`src/rtl/kanagawa_prefetch_buffer_fifo.sv`:
```
// RAM-backed FIFO feeding a small register prefetch FIFO. Refill is driven only
// by registered state, so rdreq never reaches the RAM read enable.
module kanagawa_prefetch_buffer_fifo #(
  parameter int unsigned DEPTH              = 32,
  parameter int unsigned WIDTH              = 32,
  parameter int unsigned PREFETCH_DEPTH     = 3,
  parameter int unsigned ALMOSTFULL_ENTRIES = 0,
  parameter int unsigned USE_LUTRAM         = 0
) (
  input  logic                                           clock,
  input  logic                                           rst_n,
  input  logic                                           flush,
  input  logic                                           wrreq,
  input  logic [WIDTH-1:0]                               data,
  output logic                                           full,
  output logic                                           almost_full,
  output logic                                           overflow_out,
  input  logic                                           rdreq,
  output logic                                           empty,
  output logic [WIDTH-1:0]                               q,
  output logic                                           underflow_out,
  output logic [$clog2(DEPTH+PREFETCH_DEPTH+1)-1:0]      count
);

  localparam int unsigned PTR_W     = $clog2(DEPTH);
  localparam int unsigned MC_W      = $clog2(DEPTH + 1);
  localparam int unsigned PC_W      = $clog2(PREFETCH_DEPTH + 1);
  localparam int unsigned CR_W      = PC_W + 1;
  localparam int unsigned CNT_W     = $clog2(DEPTH + PREFETCH_DEPTH + 1);
  localparam int unsigned AF_THRESH = (ALMOSTFULL_ENTRIES >= DEPTH) ? 0 : DEPTH - ALMOSTFULL_ENTRIES;

  logic [PTR_W-1:0] wr_ptr_q, wr_ptr_d, rd_ptr_q, rd_ptr_d;
  logic [MC_W-1:0]  mem_count_q, mem_count_d;
  logic [PC_W-1:0]  pf_count_q, pf_count_d;
  logic [CNT_W-1:0] count_q, count_d;
  logic             inflight_q, inflight_d;
  logic             full_q, full_d, af_q, af_d, empty_q, empty_d;
  logic             ovf_q, ovf_d, udf_q, udf_d;
  logic [WIDTH-1:0] pf_data_q [PREFETCH_DEPTH];
  logic [WIDTH-1:0] pf_data_d [PREFETCH_DEPTH];
  logic [WIDTH-1:0] ram_rd_q;
  logic             wr_acc_c, pop_c, issue_c, arrive_c;
  logic [PC_W-1:0]  arr_idx_c;

  // Next-state logic; flush overrides every other event.
  always_comb begin
    wr_acc_c  = wrreq & ~full_q & ~flush;
    pop_c     = rdreq & ~empty_q & ~flush;
    arrive_c  = inflight_q & ~flush;
    issue_c   = ~flush & (mem_count_q != '0) &
                ((CR_W'(pf_count_q) + CR_W'(inflight_q)) < CR_W'(PREFETCH_DEPTH));
    arr_idx_c = pf_count_q - PC_W'(pop_c);

    wr_ptr_d    = flush ? '0 : wr_ptr_q + PTR_W'(wr_acc_c);
    rd_ptr_d    = flush ? '0 : rd_ptr_q + PTR_W'(issue_c);
    mem_count_d = flush ? '0 : mem_count_q + MC_W'(wr_acc_c) - MC_W'(issue_c);
    pf_count_d  = flush ? '0 : pf_count_q + PC_W'(arrive_c) - PC_W'(pop_c);
    count_d     = flush ? '0 : count_q + CNT_W'(wr_acc_c) - CNT_W'(pop_c);
    inflight_d  = issue_c;

    pf_data_d = pf_data_q;
    if (pop_c) begin
      for (int unsigned i = 0; i < PREFETCH_DEPTH - 1; i++) begin
        pf_data_d[i] = pf_data_q[i+1];
      end
    end
    if (arrive_c) begin
      for (int unsigned i = 0; i < PREFETCH_DEPTH; i++) begin
        if (PC_W'(i) == arr_idx_c) pf_data_d[i] = ram_rd_q;
      end
    end

    full_d  = (mem_count_d == MC_W'(DEPTH));
    af_d    = (mem_count_d >= MC_W'(AF_THRESH));
    empty_d = (pf_count_d == '0);
    ovf_d   = wrreq & full_q & ~flush;
    udf_d   = rdreq & empty_q & ~flush;
  end

  always_ff @(posedge clock or negedge rst_n) begin
    if (!rst_n) begin
      wr_ptr_q    <= '0;
      rd_ptr_q    <= '0;
      mem_count_q <= '0;
      pf_count_q  <= '0;
      count_q     <= '0;
      inflight_q  <= 1'b0;
      full_q      <= 1'b0;
      af_q        <= (AF_THRESH == 0);
      empty_q     <= 1'b1;
      ovf_q       <= 1'b0;
      udf_q       <= 1'b0;
      for (int unsigned i = 0; i < PREFETCH_DEPTH; i++) pf_data_q[i] <= '0;
    end else begin
      wr_ptr_q    <= wr_ptr_d;
      rd_ptr_q    <= rd_ptr_d;
      mem_count_q <= mem_count_d;
      pf_count_q  <= pf_count_d;
      count_q     <= count_d;
      inflight_q  <= inflight_d;
      full_q      <= full_d;
      af_q        <= af_d;
      empty_q     <= empty_d;
      ovf_q       <= ovf_d;
      udf_q       <= udf_d;
      pf_data_q   <= pf_data_d;
    end
  end

  // Storage array with registered read port; USE_LUTRAM only steers inference.
  if (USE_LUTRAM != 0) begin : g_lutram
    (* ram_style = "distributed" *) logic [WIDTH-1:0] mem_q [DEPTH];
    always_ff @(posedge clock) begin
      if (wr_acc_c) mem_q[wr_ptr_q] <= data;
      if (issue_c)  ram_rd_q <= mem_q[rd_ptr_q];
    end
  end else begin : g_bram
    (* ram_style = "block" *) logic [WIDTH-1:0] mem_q [DEPTH];
    always_ff @(posedge clock) begin
      if (wr_acc_c) mem_q[wr_ptr_q] <= data;
      if (issue_c)  ram_rd_q <= mem_q[rd_ptr_q];
    end
  end

  assign full          = full_q;
  assign almost_full   = af_q;
  assign overflow_out  = ovf_q;
  assign underflow_out = udf_q;
  assign empty         = empty_q;
  assign q             = pf_data_q[0];
  assign count         = count_q;

endmodule
```
`config.mk`:
```
export PLATFORM = sky130hd
export DESIGN_NAME = kanagawa_prefetch_buffer_fifo
export DESIGN_NICKNAME = d
export VERILOG_FILES = /design/src/rtl/kanagawa_prefetch_buffer_fifo.sv
export SDC_FILE = /design/constraint.sdc
export NUM_CORES = 1
export LEC_CHECK = 0
export CAP_MARGIN = 20
export CELL_PAD_IN_SITES_DETAIL_PLACEMENT = 1
export CELL_PAD_IN_SITES_GLOBAL_PLACEMENT = 1
export CORE_AREA = 2 2 403 205
export CTS_CLUSTER_SIZE = 8
export DETAILED_ROUTE_END_ITERATION = 12
export DIE_AREA = 0 0 405 207
export PLACE_DENSITY_LB_ADDON = 0.1
export SLEW_MARGIN = 20
export SYNTH_ARGS = -nofsm -noshare
export SYNTH_HDL_FRONTEND = slang
export SYNTH_SLANG_ARGS = --single-unit
export TNS_END_PERCENT = 50
```
`constraint.sdc`:
```
create_clock -name clock -period 13.3 [get_ports clock]
set_input_delay 1.33 -clock clock [delete_from_list [all_inputs] [get_ports clock]]
set_output_delay 1.33 -clock clock [all_outputs]
set_load 0.05 [all_outputs]
```
==> key figures <==
STA
  • Final setup fails: 0
  • Fmax: 212 MHz
  • Hold Slack: 0.507 ns
  • Worst-margin pin slew: 1.14 ns
  • Clock Skews: 0.0214 ns
  • RSZ-0062 raised after global routing: false
  • Slew HR: 23.5%
  • Final Hold Violating Endpoints: 0
  • Final worst slack: 8.59 ns
  • Max Slew Vio Count: 0
  • Period minus WS final: 4.71 ns
  • Tcrit/Tclk final: 35.4%
  • Setup tns final: 0 ns

Setup path
  • Critical Path AT: 5.11 ns
  • Setup crit end kind: flip-flop
  • Slowest CP cell: nor2b_4
  • Cell breakdown of the critical path: buf_4 > nor2b_4 > buf_4 > a22oi_1 > nand3_1 > nand4_1
  • Crit path top cell by count: buf_4
  • Crit Path Class: reg2reg
  • Critical path required time: 13.70 ns
  • Critical path fanouts, max: 41
  • Reg2Reg Depth: 6
  • Crit-path max cell delay: 0.98 ns
  • Critical path launch point type: flip-flop

Route
  • WL/cell: 35.7 µm
  • DRT Pass-1 Iters: 5
  • Post-Route WL: 137000 µm
  • Routed Antenna Nets: 0
  • DRC viols: 0
  • Vias/cell: 6.66
  • 1st-iter DRT viols: 3558
  • Via count: 25600

Placed design
  • Gpl congestion: 0.855
  • Place WS: 8.08 ns
  • IO Port Bufs: 79
  • Dpl hpwl: 83600 µm

GRT
  • GRT Overall Usage: 33.1%
  • Total grt overflow: 0
  • First-pass GRT wire length: 194000 µm
  • Initial antenna violation count: 5
  • Largest net degree at the start of global routing: 72
  • Vias in the first global route: 26400

Die
  • IO Count: 80
  • Core Area: 80600 µm²
  • Die width: 405 µm
  • Site Rows: 74
  • Die height: 207 µm
  • Starting Density: 57.4%
  • Die area: 83800 µm²

Power
  • PwrDens: 196 nW/µm²
  • NetSw: 3040 µW
  • Sequential fraction of design power: 43.4%
  • Clock share of power: 36.5%
  • Leak: 0.0170 µW
  • Pint: 7360 µW
  • Peak VDD IR: 0.142 mV
  • Gate power share: 20.1%
  • Pwr Total: 10400 µW
  • Switching share of total power: 29.2%

Synthesis
  • Synth area leader: edfxtp_1
  • Cells after Synth: 2561
  • Avg Inst Size Synth: 18.1 µm²
  • Sequential-to-total area share from yosys stat: 75.2%
  • Count leader, synth: edfxtp_1
  • Yosys cell types: 52
  • Primary FF master, synth: edfxtp_1
  • Post-synth ARST share: 10.6%
  • Yosys top cell area share: 68.4%
  • Mapped Area: 46300 µm²
  • Mapped Nets: 2622
  • Post-synth EDFFs: 1056
  • Yosys Warn Count: 0
  • Synth cell count leaders: 1056 x edfxtp_1, 252 x mux2i_1, 137 x nor2b_1
  • Top cells by area, synth: edfxtp_1 68%, dfrtp_1 6.7%, mux4_2 6.3%
  • FF+latch count, synth: 1181

Clock network
  • Clock Sinks: 1181
  • H-Tree Level Count: 4
  • Post-CTS Hold Fix Bufs: 0
  • TritonCTS clock tree: built
  • Post-CTS sizing: 0
  • CTS root buf: clkbuf_16
  • Number of setup buffers added after CTS: 0
  • Num CTS Buffers: 165
  • Reg clk slew, reported paths: 0.06 ns
  • Clk Latency, worst-skew pair: 0.74 ns
  • CTS max path bufs: 3

Flow run
  • Max-cap violation count: 0

Min path
  • HP Class: reg2reg
  • Hold path depth: 2

Status
  • Outcome: finished clean

Final layout
  • Share of layout cells above drive strength 1: 17.7%
  • Filler Cell Count: 6629
  • Final #Nets: 2762
  • P&R area growth vs syn: 14.7%
## kinds of logic (layout without fill, tap and decap cells)
logic type / after synthesis / count (layout) / synth area share [%]
mux: 415 / 415 / 12.6
buf+inv: 195 / 377 / 2.26
simple gates: 396 / 396 / 4.58
compound gates: 333 / 333 / 4.38
fa+ha+maj: 24 / 24 / 0.681
xor+xnor: 17 / 17 / 0.321
other cells: 0 / 2 / 0
flops: 1181 / 1181 / 75.2
## worst max-delay path: cells and delay by family (launching register included)
family	cells	cell delay, ns
AND/OR/NAND/NOR	3	1.62
buffers and inverters	2	1.41
flip-flops	1	0.91
AO/OA/AOI/OAI	1	0.34
## power groups by stage
stage | Combinational, µW | Sequential, µW | Clock, µW
6_report | 2100 | 4520 | 3790
5_1_grt | 2210 | 4540 | 3960
4_1_cts | 2080 | 4520 | 3820
3_5_place_dp | 2050 | 4580 | 0
3_3_place_gp | 1980 | 4560 | 0
2_1_floorplan | 1460 | 4490 | 0
## through the flow
| step | cells | util, % | area (µm²) |
|---|---|---|---|
| 2_1_floorplan | 2561 | - | 46300 |
| 3_3_place_gp | 3613 | 59.7 | 48100 |
| 5_1_grt | 3845 | 65.9 | 53100 |
| 6_report | 3847 | 65.9 | 53100 |
| 3_5_place_dp | 3627 | 60.1 | 48500 |
| 4_1_cts | 3836 | 65.6 | 52900 |
## registers in the layout (all words and copies together), names as in the netlist, 2 cells and up
signal / count
g_bram.mem_q: 1024
pf_data_q: 64
q: 32
ram_rd_q: 32
count: 6
mem_count_q: 5
rd_ptr_q: 5
wr_ptr_q: 5
pf_count_q: 2
## layout by cell type, fill, tap and decap left out, types with 19 or more instances in the layout
cell type	n
a211oi_1	63
a21oi_1	130
a22oi_1	63
buf_2	19
buf_4	49
clkbuf_1	29
clkbuf_16	170
clkdlybuf4s50_1	59
dfrtp_1	122
edfxtp_1	1056
ha_1	22
mux2_2	30
mux2i_1	252
mux4_2	130
nand2_1	68
nand3_1	73
nand4_1	31
nor2_4	36
nor2b_1	135
o21ai_0	47
## final timing paths
path	startpoint	slack, ns	endpoint
min in group asynchronous	rst_n	0.56	pf_data_q[58]
min	ram_rd_q[10]	0.51	pf_data_q[42]
max reg2reg	rd_ptr_q[0]	8.59	ram_rd_q[10]
max in group asynchronous	rst_n	11.25	rd_ptr_q[1]
min reg2reg	ram_rd_q[10]	0.51	pf_data_q[42]
max	rd_ptr_q[0]	8.59	ram_rd_q[10]
## per-layer routing
layer | GRT usage (%) | wire (µm)
met5 | 0 | 13
met3 | 11.7 | 18400
met4 | 7.71 | 2580
met1 | 50.4 | 57500
met2 | 46.0 | 58900
## area by class of cell
class | count | area, µm² | share of cell area, %
flip-flops and latches | 1181 | 34800 | 65.6
inverters | 17 | 63.8 | 0.120
diodes | 2 | 5.00 | 0.00942
clock buffers | 199 | 4360 | 8.21
repair buffers | 151 | 1620 | 3.04
clock inverters | 10 | 121 | 0.228
well taps | 1102 | 1380 | 2.59
multi-input cells | 1185 | 10800 | 20.2
No activity file was read; power rests on OpenSTA's default activity.
